$ cat config.mk
export PLATFORM = sky130hd
export DESIGN_NAME = varredura_matriz
export DESIGN_NICKNAME = d
export VERILOG_FILES = /design/src/rtl/matriz_pkg.sv /design/src/rtl/divisor_tick.sv /design/src/rtl/varredura_matriz.sv
export SDC_FILE = /design/constraint.sdc
export NUM_CORES = 1
export LEC_CHECK = 0
export ABC_AREA = 1
export CAP_MARGIN = 15
export CORE_MARGIN = 8
export CORE_UTILIZATION = 51
export DETAILED_ROUTE_END_ITERATION = 8
export GPL_ROUTABILITY_DRIVEN = 0
export PLACE_DENSITY = 0.81
export RECOVER_POWER = 100
export SYNTH_ARGS = -nofsm -noshare
export SYNTH_HDL_FRONTEND = slang
export SYNTH_SLANG_ARGS = --single-unit
export TNS_END_PERCENT = 20
$ cat constraint.sdc
create_clock -name clk -period 4.21 [get_ports clk]
set_clock_uncertainty 0.1 [all_clocks]
set_input_delay 1.263 -clock clk [delete_from_list [all_inputs] [get_ports clk]]
set_output_delay 1.263 -clock clk [all_outputs]
set_load 0.005 [all_outputs]
$ cat src/rtl/matriz_pkg.sv
// Shared constants and types for the 7x5 LED matrix scan controller.
// The optional MATRIZ_BLANK_EN feature is configured in varredura_matriz.
package matriz_pkg;

    localparam int NUM_COL = 5;
    localparam int NUM_LIN = 7;
    localparam int COL_W   = 3;

    localparam logic [COL_W-1:0] COL_MAX  = 3'd4;
    localparam logic [COL_W-1:0] COL_ZERO = 3'd0;

    typedef logic [NUM_LIN-1:0] coluna_t;
    typedef coluna_t [NUM_COL-1:0] quadro_t;

    localparam quadro_t QUADRO_RST = {(NUM_COL*NUM_LIN){1'b0}};

    // Column sequence 0..4 wraps back to 0; codes 5..7 are never produced.
    function automatic logic [COL_W-1:0] proxima_coluna(input logic [COL_W-1:0] col);
        logic [COL_W-1:0] prox;
        if (col >= COL_MAX) begin
            prox = COL_ZERO;
        end else begin
            prox = col + 3'd1;
        end
        return prox;
    endfunction

endpackage

$ cat src/rtl/divisor_tick.sv
// Parameterised prescaler: counts 0..DIV-1, wraps, and flags the wrap cycle
// with a registered one-cycle tick aligned to count == DIV-1.
module divisor_tick #(
    parameter int DIV   = 4,
    parameter int CNT_W = 2
) (
    input  logic             clk,
    input  logic             reset,
    output logic [CNT_W-1:0] contagem,
    output logic             tick
);

    localparam logic [CNT_W-1:0] ULTIMO    = CNT_W'(DIV - 1);
    localparam logic [CNT_W-1:0] PENULTIMO = CNT_W'(DIV - 2);
    localparam logic [CNT_W-1:0] UM        = CNT_W'(1);
    localparam logic [CNT_W-1:0] ZERO      = CNT_W'(0);

    logic [CNT_W-1:0] contagem_prox_s;
    logic             tick_prox_s;

    // Next count and next tick; tick is pre-computed so it lines up with the last count.
    always_comb begin
        contagem_prox_s = contagem;
        tick_prox_s     = 1'b0;
        if (contagem == ULTIMO) begin
            contagem_prox_s = ZERO;
            tick_prox_s     = 1'b0;
        end else begin
            contagem_prox_s = contagem + UM;
            tick_prox_s     = (contagem == PENULTIMO);
        end
    end

    // Prescaler state.
    always_ff @(posedge clk or posedge reset) begin
        if (reset) begin
            contagem <= ZERO;
            tick     <= 1'b0;
        end else begin
            contagem <= contagem_prox_s;
            tick     <= tick_prox_s;
        end
    end

endmodule

$ cat src/rtl/varredura_matriz.sv
// Scan controller for the 7x5 LED matrix: column index, enable and a double-buffered frame.
// Define MATRIZ_BLANK_EN to blank enable for the first BLANK_CICLOS cycles of every column.
module varredura_matriz
    import matriz_pkg::*;
#(
    parameter int DIV_COLUNA   = 50000,
    parameter int BLANK_CICLOS = 4
) (
    input  logic                clk,
    input  logic                reset,
    input  logic [NUM_LIN-1:0]  mapa_in0,
    input  logic [NUM_LIN-1:0]  mapa_in1,
    input  logic [NUM_LIN-1:0]  mapa_in2,
    input  logic [NUM_LIN-1:0]  mapa_in3,
    input  logic [NUM_LIN-1:0]  mapa_in4,
    input  logic                carregar,
    output logic                pendente,
    output logic [COL_W-1:0]    contador,
    output logic                enable,
    output logic [NUM_LIN-1:0]  mapa0,
    output logic [NUM_LIN-1:0]  mapa1,
    output logic [NUM_LIN-1:0]  mapa2,
    output logic [NUM_LIN-1:0]  mapa3,
    output logic [NUM_LIN-1:0]  mapa4,
    output logic                fim_quadro
);

    localparam int CNT_W = (DIV_COLUNA > 2) ? $clog2(DIV_COLUNA) : 1;

    logic [CNT_W-1:0] contagem_s;
    logic             tick_s;
    logic             fronteira_s;
    logic [COL_W-1:0] contador_prox_s;
    logic             enable_prox_s;
    logic             pendente_prox_s;
    quadro_t          mapa_in_s;
    quadro_t          pend_r;
    quadro_t          pend_prox_s;
    quadro_t          ativo_r;
    quadro_t          ativo_prox_s;

    divisor_tick #(
        .DIV   (DIV_COLUNA),
        .CNT_W (CNT_W)
    ) u_divisor (
        .clk      (clk),
        .reset    (reset),
        .contagem (contagem_s),
        .tick     (tick_s)
    );

    assign mapa_in_s = {mapa_in4, mapa_in3, mapa_in2, mapa_in1, mapa_in0};

    assign mapa0 = ativo_r[0];
    assign mapa1 = ativo_r[1];
    assign mapa2 = ativo_r[2];
    assign mapa3 = ativo_r[3];
    assign mapa4 = ativo_r[4];

    // Column advance, blanking, and frame swap decisions for the next edge.
    always_comb begin
        fronteira_s     = tick_s && (contador == COL_MAX);
        contador_prox_s = contador;
        enable_prox_s   = 1'b1;
        pendente_prox_s = pendente;
        pend_prox_s     = pend_r;
        ativo_prox_s    = ativo_r;

        if (tick_s) begin
            contador_prox_s = proxima_coluna(contador);
        end else begin
            contador_prox_s = contador;
        end

`ifdef MATRIZ_BLANK_EN
        // Enable tracks the prescaler value the next cycle will show.
        if (tick_s) begin
            enable_prox_s = (BLANK_CICLOS <= 0);
        end else begin
            enable_prox_s = ({{(32-CNT_W){1'b0}}, contagem_s} + 32'd1) >= BLANK_CICLOS;
        end
`else
        enable_prox_s = 1'b1;
`endif

        // The swap reads the old pending buffer even if a capture lands on the same edge.
        if (fronteira_s && pendente) begin
            ativo_prox_s = pend_r;
        end else begin
            ativo_prox_s = ativo_r;
        end

        if (carregar) begin
            pend_prox_s     = mapa_in_s;
            pendente_prox_s = 1'b1;
        end else if (fronteira_s) begin
            pend_prox_s     = pend_r;
            pendente_prox_s = 1'b0;
        end else begin
            pend_prox_s     = pend_r;
            pendente_prox_s = pendente;
        end
    end

    // Output and buffer registers.
    always_ff @(posedge clk or posedge reset) begin
        if (reset) begin
            contador   <= COL_ZERO;
            enable     <= 1'b0;
            fim_quadro <= 1'b0;
            pendente   <= 1'b0;
            pend_r     <= QUADRO_RST;
            ativo_r    <= QUADRO_RST;
        end else begin
            contador   <= contador_prox_s;
            enable     <= enable_prox_s;
            fim_quadro <= fronteira_s;
            pendente   <= pendente_prox_s;
            pend_r     <= pend_prox_s;
            ativo_r    <= ativo_prox_s;
        end
    end

endmodule

==> run metrics <==
result of the run finished, final reports clean; Avg Vias per Cell just under 5; Maximum Capacitance Violations 0; initial antenna violation count 0; clock edge transition at the registers on the reported setup and hold paths 0.09 ns; post-placement cell area ~4800 um2; clock group share of total power 0.347; worst slack, placed around 1.5 ns; Post-Syn Nets 456; flip-flop and latch count after synthesis slightly above 90; Hold Vio Cnt, Final 0; CORE AREA between 7000 and 8000 um2; unrepaired setup endpoints after global routing no; switching share of power 0.232; worst IR drop on VDD a little under 0.2 mV; global-route track usage on met3 0.0452; critical path class primary input to async pin; internal portion of total power between 1 and 1.5 mW; combined global-route utilization of all metal layers 0.155; overall power consumption 1.58 mW; source of the worst hold timing path mapa1[5]$_DFFE_PP0P_; Worst Slack Setup Final between 1 and 1.5 ns; Seq/Total Area, Yosys 0.584; class of the tightest hold or removal check flop to flop; layout overhead on the synthesized area 21.1%; die boundary height about 100 um; Final min period approximately 3 ns; most frequently used cell type in the post-synthesis netlist nand2_1; standard cell with the maximum stage delay on the critical path clkbuf_2; synthesized cell area between 3000 and 4000 um2; Min-Delay Endpoint mapa1[5]$_DFFE_PP0P_; # fillers roughly 660; depth of the worst hold-timing path 2; total overflow reported by the global router 0; CTS Buf Count 9; warnings from Yosys 0; Final period util 0.711; root buffer cell clkbuf_8; share of final-layout standard cells stronger than drive strength 1 0.0586; commonest cells in the synthesized netlist 100 x nand2_1, 93 x dfrtp_1, 63 x inv_1, 35 x o21ai_2, 33 x o21ai_0; Pre-antenna DRT Iters 7; # H-tree levels 3; required time reported for the critical path endpoint around 4.4 ns; initial cell density of the core 0.521; clk sinks slightly above 90; post-synthesis instance total slightly above 400; maximum buffer depth of the clock tree 2; leakage ~2.5 nW; setup tns final 0 ns; Final Routed Wirelength 8290 um; clock tree from TritonCTS yes; clock latency on the worst-skew pair 0.35 ns; kind of end point of the critical path async pin; end-of-flow core utilization 0.631; Area contributors post-synth dfrtp_1 58%, nand2_1 9.4%, o21ai_2 7.7%; Final Max Slew Viols 0; Final HPWL DP 5710 um; reg2reg setup slack 1.94 ns; asr flop ratio synth 1.00; worst flop-to-flop path endpoint mapa3[0]$_DFFE_PP0P_; global-route wire length before repair 14,200 um; gr busiest metal met2; Final ANT Viol Nets 0; number of rows in the core area 32; relative contribution of sequential cells to total power 0.588; largest fanout on the critical path 44; main flop type after synthesis dfrtp_1; mean cell area of the mapped netlist ~9.6 um2; share of the synthesized area in the top cell type 0.584; via count 2,879; Port Buffer Count 78; maximum number of pins on one net before global-route repair 72; FMAX between 300 and 400 MHz; drt drc 0; area leader, netlist dfrtp_1; arrival time of the worst setup path 3.21 ns; Die X-Extent between 100 and 150 um; Initial DRC Count approximately 140; final setup violating endpoints 0; met2 demand-to-capacity share in global routing 0.254; mean routed wirelength per cell roughly 14 um; crit path cell chain dlygate4sd3_1, clkinvlp_2, clkbuf_2; slew of the pin with the lowest slew margin 1.13 ns; overall die area ~11,000 um2; num ports 79; cell area after layout 4820 um2; power share of the combinational group 0.065; switching power 0.368 mW; quantity of hold-fixing buffers added after cts 0; number of cells traversed by the worst register-to-register path 7; Post-synth EDFFs 0; number of distinct library cell variants in the gate-level netlist after synthesis 29; Resized Gates After CTS 0; power density over the cells roughly 330 nW/um2; number of global-route vias before repair roughly 3,000; GR met1 Demand/Resource 0.190; CP max stage delay around 0.9 ns; NumNets Final around 530; Post-CTS Setup Bufs 0; diodes inserted 0; worst slew slack as a fraction of its limit 0.246; sort of element at the start of the critical path primary input; reg-to-reg critical path startpoint contador[0]$_DFFE_PP0P_
## per-stage QoR
step,cells,hold WS (ns)
after floorplan,414,0.366
after global placement,580,0.364
after detailed placement,580,0.367
after CTS,596,0.389
after global routing,597,0.401
final,597,0.385
## routing by layer
metal / up-vias / share of wire
met4: 0 / 0.012
li1: 1428 / -
met1: 1384 / 0.45
met2: 58 / 0.49
met5: - / 0
met3: 9 / 0.051
## worst max-delay path: cells and delay by family
family | cells | cell delay, ns
buffers and inverters | 3 | 1.92
## cells by family after synthesis
group	count (synthesis)	share of synthesized area
and+or+nand+nor	152	0.167
DFF	93	0.584
buffers and inverters	80	0.0892
AOI/OAI and AO/OA	77	0.130
xor gates and xnor gates	7	0.0154
adders and majority gates	4	0.0126
other	1	0.000942
## state kept, by name, summed over array words and instances (netlist names)
name / flops
contador: 3
enable: 1
fim_quadro: 1
mapa0: 7
mapa1: 7
mapa2: 7
mapa3: 7
mapa4: 7
pend_r: 35
pendente: 1
u_divisor.contagem: 16
u_divisor.tick: 1
## area by class of cell
type	count	area (um2)	share of cell area
sequential	93	2330	0.482
multi-input combinational	241	1140	0.236
timing repair buffer	80	801	0.166
inverter	65	245	0.0508
clock buffer	11	151	0.0314
tap	102	128	0.0265
clock inverter	5	33.8	0.00700
## power by group through the flow
stage / Clock, mW / Sequential (mW) / Combinational (mW)
2_1_floorplan: 0 / 0.946 / 0.0592
3_3_place_gp: 0 / 0.948 / 0.107
3_5_place_dp: 0 / 0.948 / 0.112
4_1_cts: 0.563 / 0.930 / 0.114
5_1_grt: 0.597 / 0.933 / 0.118
6_report: 0.550 / 0.930 / 0.103
## cell usage in the layout, fill, tap and decap left out, types with 2 or more instances in the layout
master,count
clkbuf_8,11
clkdlybuf4s50_1,35
clkinv_2,2
clkinvlp_4,2
dfrtp_1,93
dlygate4sd3_1,42
ha_1,4
inv_1,63
nand2_1,101
nand2_2,2
nand3_1,11
nand3_2,2
nand4_1,3
nor2_1,26
nor3_1,3
o21ai_0,71
o21ai_1,2
o21ai_2,2
xor2_1,6
## worst max path at each step
stage,start,end
2_1_floorplan,reset,contador[0]$_DFFE_PP0P_
3_3_place_gp,reset,mapa4[1]$_DFFE_PP0P_
3_5_place_dp,reset,pend_r[28]$_DFFE_PP0P_
4_1_cts,pendente$_DFFE_PP0P_,pendente
5_1_grt,reset,pend_r[5]$_DFFE_PP0P_
6_report,reset,u_divisor.tick$_DFF_PP0_
(Power assumes the default switching activity.)
==> patch 1: new RTL, same settings <==
Register the outputs `mapa0`, `mapa1`, `mapa2`, `mapa3` and `mapa4`; this adds one clock of latency there. The other outputs are not delayed to match.
--- a/src/rtl/varredura_matriz.sv
+++ b/src/rtl/varredura_matriz.sv
@@ -51,11 +51,13 @@
 
     assign mapa_in_s = {mapa_in4, mapa_in3, mapa_in2, mapa_in1, mapa_in0};
 
-    assign mapa0 = ativo_r[0];
-    assign mapa1 = ativo_r[1];
-    assign mapa2 = ativo_r[2];
-    assign mapa3 = ativo_r[3];
-    assign mapa4 = ativo_r[4];
+    always_ff @(posedge clk) begin
+        mapa0 <= ativo_r[0];
+        mapa1 <= ativo_r[1];
+        mapa2 <= ativo_r[2];
+        mapa3 <= ativo_r[3];
+        mapa4 <= ativo_r[4];
+    end
 
     // Column advance, blanking, and frame swap decisions for the next edge.
     always_comb begin
Formal check against the unedited RTL: no difference found for any inputs over 10 cycles, from zero or initial values and one cycle with reset high; that may be too few to reach the edited logic, so the function may still have changed.
==> patch 1 against the unedited design <==
  * The run now ends with capacitance limit, slew limit left
  * Wire length is 16% higher
  * Sequential cell count is 35 higher
  * Count of clock-buffer cells in the layout rose by 8
  * Area after synthesis rose by 20%
  * Worst setup slack better by 0.14 ns
  * Core utilization grew 3.4 points
  * Synthesized cell count grew 8.7%
  * Total power grew 84%
  * Design area rose by 26%
  * Largest power group is now the clock network
==> patch 1: results (changes against the unedited design) <==
* Status: complete, but fails checks
* Failing checks: capacitance limit, slew limit
* CP max-delay cell: dlygate4sd3_1
* Post-Synth XOR/XNOR Area at 1.10% (-0.44 points)
* Worst Path Arrival at 1.49 ns (-1.72 ns)
* Syn nets at 492 (+7.9%)
* Area contributors post-synth: dfrtp_1 (49%), dfxtp_1 (15%), o21ai_2 (6.4%)
* Synth Area in Compound Gates at 11.1% (-1.9 points)
* Reg2Reg Depth at 5 (-2)
* Cell family with most CP delay: buffers and inverters
* Worst Setup SP: pendente
* Layout cells sized above 1 at 13.9% (+8.1 points)
* Worst-path clk slew at 0.06 ns (-0.03 ns)
* Met1 GRT Util at 17.9% (-1.2 points)
* CTS Buf Count at 17 (+8)
* GRT met2 Usage at 27.6% (+2.2 points)
* Met2 Routed Length at 4950 µm (+23%)
* Vias in the first global route at 3388 (+11%)
* Largest net degree at the start of global routing at 94 (+31%)
* RR Startpoint: contador[0]
* Ys async rst share at 72.7% (-27 points)
* Worst-path fanout max at 3 (-93%)
* Static leakage at 3.00 nW (+22%)
* Fillers at 689 (+4.1%)
* First-pass GRT wire length at 16200 µm (+14%)
* Layout area overhead at 27.6%
* Antenna diodes at 0 (unchanged)
* Met3 WL post-DR at 452 µm (+6.4%)
* Vias/cell at 4.91 (+1.9%)
* Slew Limit Headroom at -13.2% (-38 points)
* Top post-synthesis cells by count: dfrtp_1 (93), nand2_1 (67), inv_1 (62)
* Max Freq at 351 MHz (+5.0%)
* Fin nets at 575 (+8.1%)
* Area share of fa/ha/maj cells after synthesis at 1.05% (-0.21 points)
* # H-tree levels at 4 (+1)
* R2r setup slk at 1.63 ns (-0.31 ns)
* Clk root buf: clkbuf_8
* CP endpoint: pendente
* DRT iter0 DRCs at 159 (+17%)
* Cell count after synthesis at 450 (+8.7%)
* Placed cell area at 5580 µm² (+16%)
* DP HPWL at 5830 µm (+2.2%)
* Setup WS pre-CTS at 1.41 ns (-0.135 ns)
* Largest registers: ativo_r x35, pend_r x35, u_divisor.contagem x16
* Routed len/inst at 14.6 µm (+5.4%)
* Clock Latency Late Sink at 0.51 ns (+0.16 ns)
* Inst Count DP at 624 (+7.6%)
* Crit-path max cell delay at 0.58 ns (-0.33 ns)
* GR met3 Demand/Resource at 6.55% (+2.0 points)
* Pre-antenna DRT Iters at 4 (-3)
* Overall routing resource usage at 16.0% (+0.51 points)
* DR vias at 3228 (+12%)
* Pins Over Slew Limit at 108 (+108)
* Peak supply drop at 0.000230 V (+16%)
* Max-Cap Viols at 2 (+2)
* Crit Reg-Reg Endpoint: ativo_r[10]
* Post-synthesis sequential area ratio at 63.5% (+5.1 points)
* Setup Buffers After CTS at 0 (unchanged)
* Wire length on met1 at 4100 µm (+9.9%)
* Multiplexer share of the synthesized area at 0% (unchanged)
==> patch 1: worst min path at each step <==
stage | startpoint | end | slack, ns | cells after the start
after floorplan | ativo_r[0] | mapa0[0] | 0.27 | 0
after global placement | ativo_r[19] | mapa2[5] | 0.27 | 0
after detailed placement | ativo_r[23] | mapa3[2] | 0.27 | 0
after CTS | ativo_r[23] | mapa3[2] | 0.28 | 0
after global routing | ativo_r[30] | mapa4[2] | 0.28 | 0
final | ativo_r[23] | mapa3[2] | 0.26 | 0
==> patch 1: layout make-up <==
| cell class | count | share of cell area, % |
|---|---|---|
| clock buffers | 19 | 6.93 |
| multi-input cells | 243 | 20.4 |
| well taps | 111 | 2.28 |
| inverters | 64 | 3.97 |
| clock inverters | 13 | 3.43 |
| repair buffers | 79 | 13.2 |
| flip-flops and latches | 128 | 49.8 |
==> patch 1: report_power, final <==
group | switching, W | leakage (nW) | internal, W
logic | 0.0000616 | 1.21 | 0.0000467
registers | 0.00000934 | 1.50 | 0.00126
clock network | 0.000518 | 0.299 | 0.00102
==> patch 2: new RTL, same flow settings <==
Made on the original files. Set the package constant `COL_W` to 6 (it was 3).
--- a/src/rtl/matriz_pkg.sv
+++ b/src/rtl/matriz_pkg.sv
@@ -4,7 +4,7 @@
 
     localparam int NUM_COL = 5;
     localparam int NUM_LIN = 7;
-    localparam int COL_W   = 3;
+    localparam int COL_W   = 6;
 
     localparam logic [COL_W-1:0] COL_MAX  = 3'd4;
     localparam logic [COL_W-1:0] COL_ZERO = 3'd0;
Interface: changed (resized contador); port bits go from 79 to 82. No check against the original RTL was run, so the function may have changed too.
==> patch 2 against the unedited design <==
  * The flow now finishes with violations (capacitance limit, slew limit)
  * Via count down 1.9%
  * Register-to-register slack worse by 0.04 ns
  * Wire length down 2.2%
  * First-iteration DRC count up 40%
  * Count of clock-buffer cells in the layout down 1
  * Sequential cell count up 3
  * Worst setup slack better by 0.094 ns
  * Total power up 8.6%
  * Core utilization up 1.2 points
  * Sequential share of layout area up 0.11 points
  * Design area up 3.0%
  * Area after synthesis up 2.2%
  * Largest power group unchanged
==> patch 2: results (changes against the unedited design) <==
* Status: complete, but fails checks
* Failing checks: capacitance limit, slew limit
* Worst Hold End: mapa0[3]
* Placed cell area at 4900 µm² (+2.2%)
* Layout cells sized above 1 at 4.59% (-1.3 points)
* Vias/cell at 4.68 (-2.9%)
* Met2 Routed Length at 3830 µm (-5.1%)
* Inst Count DP at 587 (+1.2%)
* Synthesized area per cell at 9.71 µm² (+0.95%)
* R2r setup slk at 1.90 ns (-0.04 ns)
* Post-synthesis sequential area ratio at 59.0% (+0.61 points)
* Pins Over Slew Limit at 45 (+45)
* Max-Cap Viols at 1 (+1)
* Syn nets at 461 (+1.1%)
* Met3 WL post-DR at 490 µm (+15%)
* Fin nets at 538 (+1.1%)
* Netlist cell types at 26 (-10%)
* Worst-margin pin slew at 1.97 ns (+0.840 ns)
* Area contributors post-synth: dfrtp_1 (59%), nand2_1 (9.2%), o21ai_2 (7.5%)
* Min-delay src: mapa0[3]
* Vias in the first global route at 2879 (-5.3%)
* Routed len/inst at 13.4 µm (-3.2%)
* CP endpoint: mapa1[1]
* Pre-antenna DRT Iters at 4 (-3)
* Fillers at 621 (-6.2%)
* Overall routing resource usage at 14.8% (-0.75 points)
* Setup WS pre-CTS at 1.60 ns (+0.0528 ns)
* Top post-synthesis cells by count: nand2_1 (100), dfrtp_1 (96), inv_1 (66)
* Non-filler instance count after layout at 603 (+1.0%)
* WHS at 0.386 ns (+0.00103 ns)
* Reg2Reg Depth at 6 (-1)
* First-pass GRT wire length at 13600 µm (-4.5%)
* Crit Reg-Reg Endpoint: mapa2[6]
* Crit-path max cell delay at 1.14 ns (+0.23 ns)
* Static leakage at 2.54 nW (+3.4%)
* Peak supply drop at 0.000216 V (+9.0%)
* DRT iter0 DRCs at 190 (+40%)
* RR Startpoint: contador[0]
* CP max-delay cell: clkinvlp_2
* # H-tree levels at 3 (unchanged)
* PnR worst setup slack at 1.31 ns (+0.0940 ns)
* Wire length on met1 at 3720 µm (-0.40%)
* DP HPWL at 5660 µm (-0.84%)
[patch 2: per-layer routing]
metal	vias up	global-route usage, %
li1	1436	-
met1	1312	19.0
met2	67	23.9
met3	8	4.57
met4	0	3.36
met5	-	0
[patch 2: cell type report]
class	instances	area share [%]
Timing Repair Buffer	82	16.6
Tap cell	102	2.57
Clock buffer	10	2.57
Inverter	66	5.01
Sequential cell	96	48.4
Clock inverter	6	1.81
Multi-Input combinational cell	241	23.1
[patch 2: power breakdown]
group	switching, W	internal (W)
Combinational	0.0000557	0.0000460
Sequential	0.00000882	0.000952
Clock	0.000318	0.000338
[patch 2: logic make-up (layout without fill, tap and decap cells)]
logic type | count (synthesis) | count (layout) | share of synthesized area (%)
simple gates | 150 | 150 | 15.5
flops | 96 | 96 | 59.0
buf+inv | 82 | 164 | 9.07
compound gates | 75 | 75 | 12.6
xor+xnor | 10 | 10 | 2.15
fa+ha+maj | 4 | 4 | 1.23
other cells | 1 | 1 | 0.0922
mux | 1 | 1 | 0.246
